## src/rtl/rom_port_arbiter.sv

```systemverilog
// ============================================================================
// rom_port_arbiter : round-robin sharing of the instruction ROM between the
//                    fetch (IF) port and the data-bus read (D) port.
// Revision 1.0
// ============================================================================
`default_nettype none

module rom_port_arbiter #(
  parameter int                ADDR_W   = 12,
  parameter int                DATA_W   = 32,
  parameter int                DEPTH    = 128,
  parameter logic [DATA_W-1:0] NOP_WORD = 32'h00000013
) (
  input  logic              clk,
  input  logic              reset,

  input  logic              if_req,
  input  logic [ADDR_W-1:0] if_addr,
  output logic              if_gnt,
  output logic              if_rvalid,
  output logic [DATA_W-1:0] if_rdata,
  output logic              if_err,

  input  logic              d_req,
  input  logic [ADDR_W-1:0] d_addr,
  output logic              d_gnt,
  output logic              d_rvalid,
  output logic [DATA_W-1:0] d_rdata,
  output logic              d_err,

  output logic [ADDR_W-1:0] rom_addr,
  input  logic [DATA_W-1:0] rom_data
);

  localparam logic LG_IF = 1'b0;
  localparam logic LG_D  = 1'b1;

  // Widened by one bit so DEPTH*4 == 2**ADDR_W still compares correctly.
  localparam logic [ADDR_W:0] ADDR_LIMIT = (ADDR_W+1)'(DEPTH * 4);

  logic last_grant;
  logic if_bad;
  logic d_bad;

  assign if_bad = ({1'b0, if_addr} >= ADDR_LIMIT) || (if_addr[1:0] != 2'b00);
  assign d_bad  = ({1'b0, d_addr}  >= ADDR_LIMIT) || (d_addr[1:0]  != 2'b00);

  always_comb begin
    if_gnt = 1'b0;
    d_gnt  = 1'b0;
    if (!reset) begin
      if (if_req && d_req) begin
        if (last_grant == LG_D) begin
          if_gnt = 1'b1;
        end else begin
          d_gnt = 1'b1;
        end
      end else begin
        if_gnt = if_req;
        d_gnt  = d_req;
      end
    end
  end

  always_comb begin
    rom_addr = '0;
    if (if_gnt) begin
      rom_addr = if_addr;
    end else if (d_gnt) begin
      rom_addr = d_addr;
    end
  end

  always_ff @(posedge clk or posedge reset) begin
    if (reset) begin
      last_grant <= LG_D;
      if_rvalid  <= 1'b0;
      if_rdata   <= '0;
      if_err     <= 1'b0;
      d_rvalid   <= 1'b0;
      d_rdata    <= '0;
      d_err      <= 1'b0;
    end else begin
      if_rvalid <= if_gnt;
      d_rvalid  <= d_gnt;
      if (if_gnt) begin
        last_grant <= LG_IF;
        if_err     <= if_bad;
        if_rdata   <= if_bad ? NOP_WORD : rom_data;
      end
      if (d_gnt) begin
        last_grant <= LG_D;
        d_err      <= d_bad;
        d_rdata    <= d_bad ? '0 : rom_data;
      end
    end
  end

endmodule

`default_nettype wire

```

## config.mk

```make
export PLATFORM = sky130hd
export DESIGN_NAME = rom_port_arbiter
export DESIGN_NICKNAME = d
export VERILOG_FILES = /design/src/rtl/rom_port_arbiter.sv
export SDC_FILE = /design/constraint.sdc
export NUM_CORES = 1
export LEC_CHECK = 0
export ABC_AREA = 1
export BUFFER_PORTS_ARGS = -buffer_cell sky130_fd_sc_hd__buf_4
export CAP_MARGIN = 0
export CORE_MARGIN = 4
export CORE_UTILIZATION = 46
export DETAILED_ROUTE_END_ITERATION = 8
export PLACE_DENSITY = 0.84
export SYNTH_ARGS = -nofsm -noshare
export SYNTH_HDL_FRONTEND = slang
export SYNTH_SLANG_ARGS = --single-unit
```

## constraint.sdc

```tcl
create_clock -name clk -period 2.1 [get_ports clk]
set_input_delay 0.21 -clock clk [delete_from_list [all_inputs] [get_ports clk]]
set_output_delay 0.21 -clock clk [all_outputs]
set_load 0.005 [all_outputs]
```

==> results of run 1 <==
## layer usage
layer / vias to the layer above / wire [um] / GRT usage
li1: 1369 / - / -
met3: 6 / 826 / 0.0696
met5: - / 0 / 0
met1: 1332 / 3340 / 0.287
met2: 128 / 4200 / 0.369
met4: 0 / 67 / 0.0962
## layout make-up
cell class | instances | area [um^2] | area share
inverters | 9 | 33.8 | 0.00800
repair buffers | 150 | 1130 | 0.267
multi-input cells | 247 | 1030 | 0.244
clock buffers | 12 | 165 | 0.0391
flip-flops and latches | 69 | 1730 | 0.409
well taps | 75 | 93.8 | 0.0222
clock inverters | 4 | 45.0 | 0.0107
## cell families (layout without fill, tap and decap cells)
logic type	count (synthesis)	after routing	synth area share
AND/OR/NAND/NOR	242	242	0.341
flip-flops	69	69	0.591
buffers and inverters	31	175	0.0595
AO/OA/AOI/OAI	5	5	0.00856
## power by group
group	internal, mW	switching (mW)	total, mW
Combinational	0.192	0.204	0.397
Clock	0.640	0.473	1.11
Sequential	1.38	0.0300	1.41
Total	2.21	0.707	2.92
## how the worst max path moves through the flow
| stage | start | to | slack (ps) | cells after the start |
|---|---|---|---|---|
| after floorplan | reset | rom_addr[10] | 130 | 6 |
| after global placement | last_grant$_DFFE_PP1P_ | rom_addr[7] | 560 | 6 |
| final | last_grant$_DFFE_PP1P_ | rom_addr[3] | 140 | 6 |
| after detailed placement | last_grant$_DFFE_PP1P_ | rom_addr[3] | 500 | 6 |
| after global routing | last_grant$_DFFE_PP1P_ | rom_addr[3] | 20 | 6 |
| after CTS | last_grant$_DFFE_PP1P_ | rom_addr[3] | 130 | 6 |
## worst min-delay path, cell delays in order
cell	delay, ps
buf_4	110
inv_2	60
buf_4	370
## registers in the layout (all words and copies together), names as in the netlist
signal and cells:
if_err 1, if_rvalid 1, last_grant 1, if_rdata 32, d_rvalid 1, d_rdata 32, d_err 1
## cells in the final DEF (no fill, tap or decap), drive strengths merged
cell and n:
dfrtp 68, bufinv 1, clkbuf 12, dfstp 1
buf 150, nand3 67, o21ai 5, nor2 7
inv 9, nand2 168, clkinv 3
## metrics by stage
| step | instance area [um^2] | hold slack [ps] |
|---|---|---|
| after global routing | 4220 | 41.6 |
| after CTS | 4220 | 14.9 |
| after detailed placement | 4010 | 382 |
| after global placement | 4010 | 376 |
| final | 4220 | 13.9 |
| after floorplan | 2920 | 344 |
==> reports/metrics.cfg, run 1 <==
[floorplanning]
core_area_um2=6060
die_w_um=87.7
die_area_um2=7700
die_h_um=87.7
rows=28
pin_count=142
initial_core_util=0.482

[final_layout]
stdcell_count=566
antennaDiodeCount=0
fillCellCount=495
utilization=0.697
drive_gt1_frac=0.350
nets=546
area_delta_synth_final_pct=44.4

[timing]
period_share=0.932
worst_slew_pin_slew_ps=755
setup_tns_ps=0
finalWorstSetupSlack_ps=144
hold_viol_final=0
fmax_ghz=0.511
finalClockSkew_ps=7.59
setup_viol=0
slew_headroom=0.496
period_minus_slack_ps=1960
slew_violations=0
rsz0062_at_grt=false

[cts]
clkLatencyLatePin_ps=330
h-tree-depth=3
cts_buffers=9
clock_sinks=69
cts_tree=done
cts_resized=0
holdBufCountCts=0
post-cts-setup-buffers=0
clk_pin_slew_ps=70
cts.path.max_buffers=2
clockRootBuffer=clkbuf_8

[yosys]
syn-cell-area_um2=2920
synth_cells=347
post-synth-top-area-cell=dfrtp_1
synth-edff-count=0
ys_ff_latch=69
ys_top_cells_by_count=nand2_1 (168), dfrtp_1 (68), nand3_1 (67)
synth-seq-area-share=0.591
yosysMostFrequentCell=nand2_1
synth.top_cell.area_share=0.582
synth_nets=407
synth_warnings=0
synthArstFlopShare=1.00
synth.area.top_cells=dfrtp_1 (58%), nand2_1 (22%), nand3_1 (11%)
synth_cell_types=14
avgSynthCellArea_um2=8.43
yosys_most_used_dff=dfrtp_1

[place]
place_hpwl_um=6030
place.gp.congestion=0.844
dp.cells=550
portBuffers=141
place_ws_ps=496

[route]
wl_per_cell_um=14.9
drc_errors=0
via_per_inst=5.01
ant_nets=0
wl_um=8430
drtIter0Drc=227
first_pass_iters=4
num_vias=2835

[grt]
grt_use_total=0.229
grt.overflow.total=0
antenna_found_initial=0
grt_pass1_wl_um=13500
grt_pass1_vias=2808
grt_max_degree=44

[flow_run]
maxCapViolCount=0

[setup_path]
crit_path_top_delay_cell=inv_2
r2r-start=last_grant$_DFFE_PP1P_
crit_path_cell_trace=nand2_1, nand3_1, inv_2, nand2_1, nand2_1, buf_4
crit_path_frequent_cell=nand2_1
worst-path-max-fanout=43
critPathBufInv=2
start_kind=register
cp.required_ps=1890
cp.arrival_ps=1750
critPathKind=register to output port
r2r_end=if_rdata[20]$_DFFE_PP0P_
end_kind=output port
r2r_cells=5
path_delay_family=buffers and inverters
reg2reg_setup_slack_ps=580
slowest_delay_ps=570

[power]
total_power_mw=2.92
power_density_nw_per_um2=691
irDropWorstVdd_mv=0.416
total_leakage_power_nw=2.51

[hold_path]
min_path_type=primary input to asynchronous set/reset pin

[run_status]
status=completed

(Power assumes the default switching activity.)
==> inputs of run 2 (changes only) <==
--- a/config.mk
+++ b/config.mk
@@ -6,7 +6,7 @@
 export NUM_CORES = 1
 export LEC_CHECK = 0
 export ABC_AREA = 1
-export BUFFER_PORTS_ARGS = -buffer_cell sky130_fd_sc_hd__buf_4
+export BUFFER_PORTS_ARGS = -buffer_cell sky130_fd_sc_hd__buf_2
 export CAP_MARGIN = 0
 export CORE_MARGIN = 4
 export CORE_UTILIZATION = 46
==> run 2 against run 1 <==
Compared with the run above: critical path depth decreased by 1; cell count decreased by 0.53%; via count increased by 0.11%; sequential share of layout area increased by 4.1 points; sequential power about the same; critical endpoint is now rom_addr[0]; non-clock buffer count decreased by 2; register-to-register slack got worse by 30 ps; die area unchanged; highest routed layer unchanged.
==> reports/metrics.cfg, run 2 (synthesis gave the netlist of run 1 again) <==
[run_status]
status=completed

[power]
swShare=0.251
total_power_mw=2.71
power_switching_mw=0.679
pwr-share-comb=0.122
p_clk_frac=0.358
power_frac_seq=0.520
p_int_mw=2.03
irDropWorstVdd_mv=0.412
total_leakage_power_nw=2.43
power_density_nw_per_um2=705

[route]
wl_per_cell_um=14.0
drtIter0Drc=141
drc_errors=0
via_per_inst=5.04
wl_um=7860
num_vias=2838
first_pass_iters=5
ant_nets=0

[cts]
clockRootBuffer=clkbuf_8
cts_buffers=9
cts.path.max_buffers=2
cts_tree=done
clkLatencyLatePin_ps=330
clk_pin_slew_ps=70
h-tree-depth=3
clock_sinks=69

[timing]
slew_headroom=0.446
slew_violations=0
fmax_ghz=0.513
period_share=0.929
period_minus_slack_ps=1950
finalClockSkew_ps=4.44
setup_tns_ps=0
whs_ps=116
rsz0062_at_grt=false
hold_viol_final=0
setup_viol=0
worst_slew_pin_slew_ps=832

[floorplanning]
core_area_um2=6060
die_h_um=87.7
pin_count=142
die_w_um=87.7
rows=28
die_area_um2=7700
initial_core_util=0.482

[setup_path]
crit_path_cell_trace=nand2_1, nand3_1, buf_4, o21ai_0, buf_2
r2r_end=if_rdata[2]$_DFFE_PP0P_
critPathKind=register to output port
worst-path-max-fanout=38
crit_path_top_delay_cell=dfstp_2
start_kind=register
r2r_cells=5
reg2reg_setup_slack_ps=550
slowest_delay_ps=540
r2r-start=last_grant$_DFFE_PP1P_
cp.arrival_ps=1740
cp.required_ps=1890
end_kind=output port

[final_layout]
area_delta_synth_final_pct=31.3
top_regs=d_rdata (32), if_rdata (32)
antennaDiodeCount=0
layout_commonest_cell=nand2_1
drive_gt1_frac=0.340
fillCellCount=526
nets=544
layout_common_cells=nand2_1 (168), buf_2 (141), dfrtp_1 (68), nand3_1 (67), clkbuf_8 (12)
final_cell_area_um2=3840

[grt]
grt_pass1_vias=2795
grt.overflow.total=0
grt_max_degree=69
grt_pass1_wl_um=12800
grt_use_total=0.216
antenna_found_initial=0

[hold_path]
min_path_type=primary input to register
worstHoldStart=rom_data[1]
min_delay_path_depth=3
hold_end=if_rdata[1]$_DFFE_PP0P_

[place]
place_hpwl_um=5580
placed_area_um2=3650
portBuffers=141
place.gp.congestion=0.786

[flow_run]
maxCapViolCount=0

## run 2: through the flow
step                      setup WS [ps]  std cells   util
after floorplan                     133        347      -
after global placement              559        547  0.602
after detailed placement            511        547  0.602
after CTS                           135        563  0.633
after global routing               37.0        563  0.633
final                               150        563  0.633
## run 2: worst max-delay path by stage
stage | startpoint | to | slack [ps] | depth (start not counted)
2_1_floorplan | reset | rom_addr[10] | 130 | 6
3_3_place_gp | last_grant$_DFFE_PP1P_ | rom_addr[4] | 560 | 5
3_5_place_dp | last_grant$_DFFE_PP1P_ | rom_addr[4] | 510 | 6
4_1_cts | last_grant$_DFFE_PP1P_ | rom_addr[4] | 130 | 6
5_1_grt | last_grant$_DFFE_PP1P_ | rom_addr[9] | 40 | 5
6_report | last_grant$_DFFE_PP1P_ | rom_addr[0] | 150 | 5
## run 2: final cells by class
type                    count  area [um^2]  share of cell area
multi-input cells         247         1030               0.268
inverters                   9         36.3             0.00945
clock buffers              14          173              0.0450
well taps                  75         93.8              0.0244
repair buffers            148          773               0.201
flip-flops and latches     69         1730               0.450
clock inverters             1         5.00             0.00130
## run 2: timing repair
action / 4_1_cts / 5_1_grt
setup buffers: 0 / 0
hold endpoints to repair: 1 / 0
hold buffers: 1 / 0
endpoints found under the setup margin: 0 / 1
resized for setup: 0 / 2
## run 2: critical path: cells and delay by family (launching register included)
kind | cells | cell delay, ps
DFF | 1 | 540
buffers and inverters | 2 | 530
and+or+nand+nor | 2 | 190
AOI/OAI and AO/OA | 1 | 130
## run 2: power groups by stage
stage,Combinational (mW),Clock (mW),Sequential (mW)
floorplan,0.160,0,1.43
global placement,0.323,0,1.43
detailed placement,0.332,0,1.43
CTS,0.334,0.995,1.41
global route,0.371,1.06,1.41
finish,0.329,0.970,1.41
## run 2: layer usage
| layer | global-route usage | wire length, um | vias up |
|---|---|---|---|
| met4 | 0.103 | 163 | 0 |
| li1 | - | - | 1366 |
| met1 | 0.276 | 3320 | 1312 |
| met3 | 0.0423 | 666 | 12 |
| met2 | 0.353 | 3700 | 148 |
| met5 | 0 | 0 | - |
==> inputs of run 3 (changes only) <==
--- a/config.mk
+++ b/config.mk
@@ -8,6 +8,7 @@
 export ABC_AREA = 1
 export BUFFER_PORTS_ARGS = -buffer_cell sky130_fd_sc_hd__buf_2
 export CAP_MARGIN = 0
+export CORE_ASPECT_RATIO = 0.75
 export CORE_MARGIN = 4
 export CORE_UTILIZATION = 46
 export DETAILED_ROUTE_END_ITERATION = 8
==> run 3 against run 2 <==
Compared with the run above: non-clock buffer count is 4 higher; first-iteration DRC count is 18% higher; die area is 0.16% higher; clock power hardly changed; sequential power hardly changed.
==> reports/metrics.cfg, run 3 (synthesis gave the netlist of run 1 again) <==
[grt]
met1_usage=0.286
grt.overflow.total=0
grt_max_degree=44
grtUsageMet3=0.0825
top_usage_layer=met2
grt_use_total=0.221
grt_pass1_wl_um=13600
antenna_found_initial=0
met2_usage=0.356
grt_pass1_vias=2800

[power]
total_leakage_power_nw=2.45
total_power_mw=2.75
swShare=0.251
power_frac_seq=0.513
irDropWorstVdd_mv=0.393
power_density_nw_per_um2=710
p_int_mw=2.06
power_switching_mw=0.690
pwr-share-comb=0.123
p_clk_frac=0.364

[route]
drc_errors=0
drtIter0Drc=167
wl_per_cell_um=14.4
ant_nets=0
num_vias=2884
via_per_inst=5.06
first_pass_iters=4
wl_um=8220

[place]
placed_area_um2=3680
place_hpwl_um=5860
place.gp.congestion=0.841
dp.cells=554
place_ws_ps=459
portBuffers=141

[setup_path]
crit_path_top_delay_cell=dfstp_2
slowest_delay_ps=540
critPathKind=register to output port
start_kind=register
end_kind=output port
cp.arrival_ps=1700
cp.required_ps=1890
worst-path-max-fanout=38
crit_path_cell_trace=nand2_1, nand3_1, buf_4, o21ai_0, buf_2

[final_layout]
final_cell_area_um2=3870
layout_commonest_cell=nand2_1
layout_common_cells=nand2_1 (168), buf_2 (141), dfrtp_1 (68), nand3_1 (67)
nets=548
stdcell_count=570
area_delta_synth_final_pct=32.3
antennaDiodeCount=0
utilization=0.647
top_regs=d_rdata (32), if_rdata (32)
drive_gt1_frac=0.341

[floorplanning]
pin_count=142
rows=24
die_w_um=100
initial_core_util=0.489
core_area_um2=5980
die_h_um=77.0
die_area_um2=7710

[cts]
post-cts-setup-buffers=0
cts_tree=done
cts.path.max_buffers=2
clkLatencyLatePin_ps=330
clockRootBuffer=clkbuf_8
clk_pin_slew_ps=70
h-tree-depth=3
clock_sinks=69
cts_buffers=9

[hold_path]
min_path_type=primary input to asynchronous set/reset pin

[timing]
period_share=0.912
worst_slew_pin_slew_ps=454
slew_headroom=0.697
rsz0062_at_grt=false
setup_tns_ps=0
period_minus_slack_ps=1910
finalWorstSetupSlack_ps=185
hold_viol_final=0
setup_viol=0
fmax_ghz=0.522
slew_violations=0
finalClockSkew_ps=6.48
whs_ps=48.9

[flow_run]
maxCapViolCount=0

[run_status]
status=completed

-- run 3: cell count changes in the layout (fill, tap and decap cells not counted), sizes merged --
cell / delta
bufinv: +1
clkbuf: -1
buf: +4
-- run 3: worst paths after layout --
kind / to / depth (start not counted) / slack (ps) / start
max in group asynchronous: last_grant$_DFFE_PP1P_ / 3 / 1590 / reset
min in group clk: if_rdata[14]$_DFFE_PP0P_ / 3 / 110 / rom_data[14]
worst max register to register: if_rdata[29]$_DFFE_PP0P_ / 5 / 570 / last_grant$_DFFE_PP1P_
worst min-delay path: d_rdata[8]$_DFFE_PP0P_ / 3 / 50 / reset
worst max-delay path: rom_addr[0] / 5 / 190 / last_grant$_DFFE_PP1P_
worst min register to register: if_rdata[3]$_DFFE_PP0P_ / 2 / 470 / if_rdata[3]$_DFFE_PP0P_
-- run 3: what timing repair did --
action	in CTS	in global routing
resized for setup	0	2
hold buffers	1	0
endpoints found under the setup margin	0	7
endpoints found under the hold margin	1	0
-- run 3: per-layer routing --
layer	share of wire	vias up	routed length, um
li1	-	1381	-
met1	0.43	1374	3530
met2	0.47	118	3820
met3	0.094	11	770
met4	0.012	0	100
met5	0	-	0
-- run 3: critical path: cells and delay by family, from the launching register on --
family,cells,cell delay (ps)
DFF,1,540
AOI/OAI and AO/OA,1,130
and+or+nand+nor,2,170
buffers and inverters,2,520
-- run 3: final cells by class --
type	count	area, um^2
sequential	69	1730
clock buffer	13	139
fill	513	2110
inverter	9	36.3
timing repair buffer	152	803
clock inverter	2	35.0
tap	78	97.6
multi-input combinational	247	1030
-- run 3: power groups by stage --
stage / clock network [mW] / registers (mW) / logic (mW)
6_report: 1.00 / 1.41 / 0.339
5_1_grt: 1.10 / 1.41 / 0.380
4_1_cts: 1.02 / 1.41 / 0.345
3_5_place_dp: 0 / 1.43 / 0.343
3_3_place_gp: 0 / 1.43 / 0.332
2_1_floorplan: 0 / 1.43 / 0.160
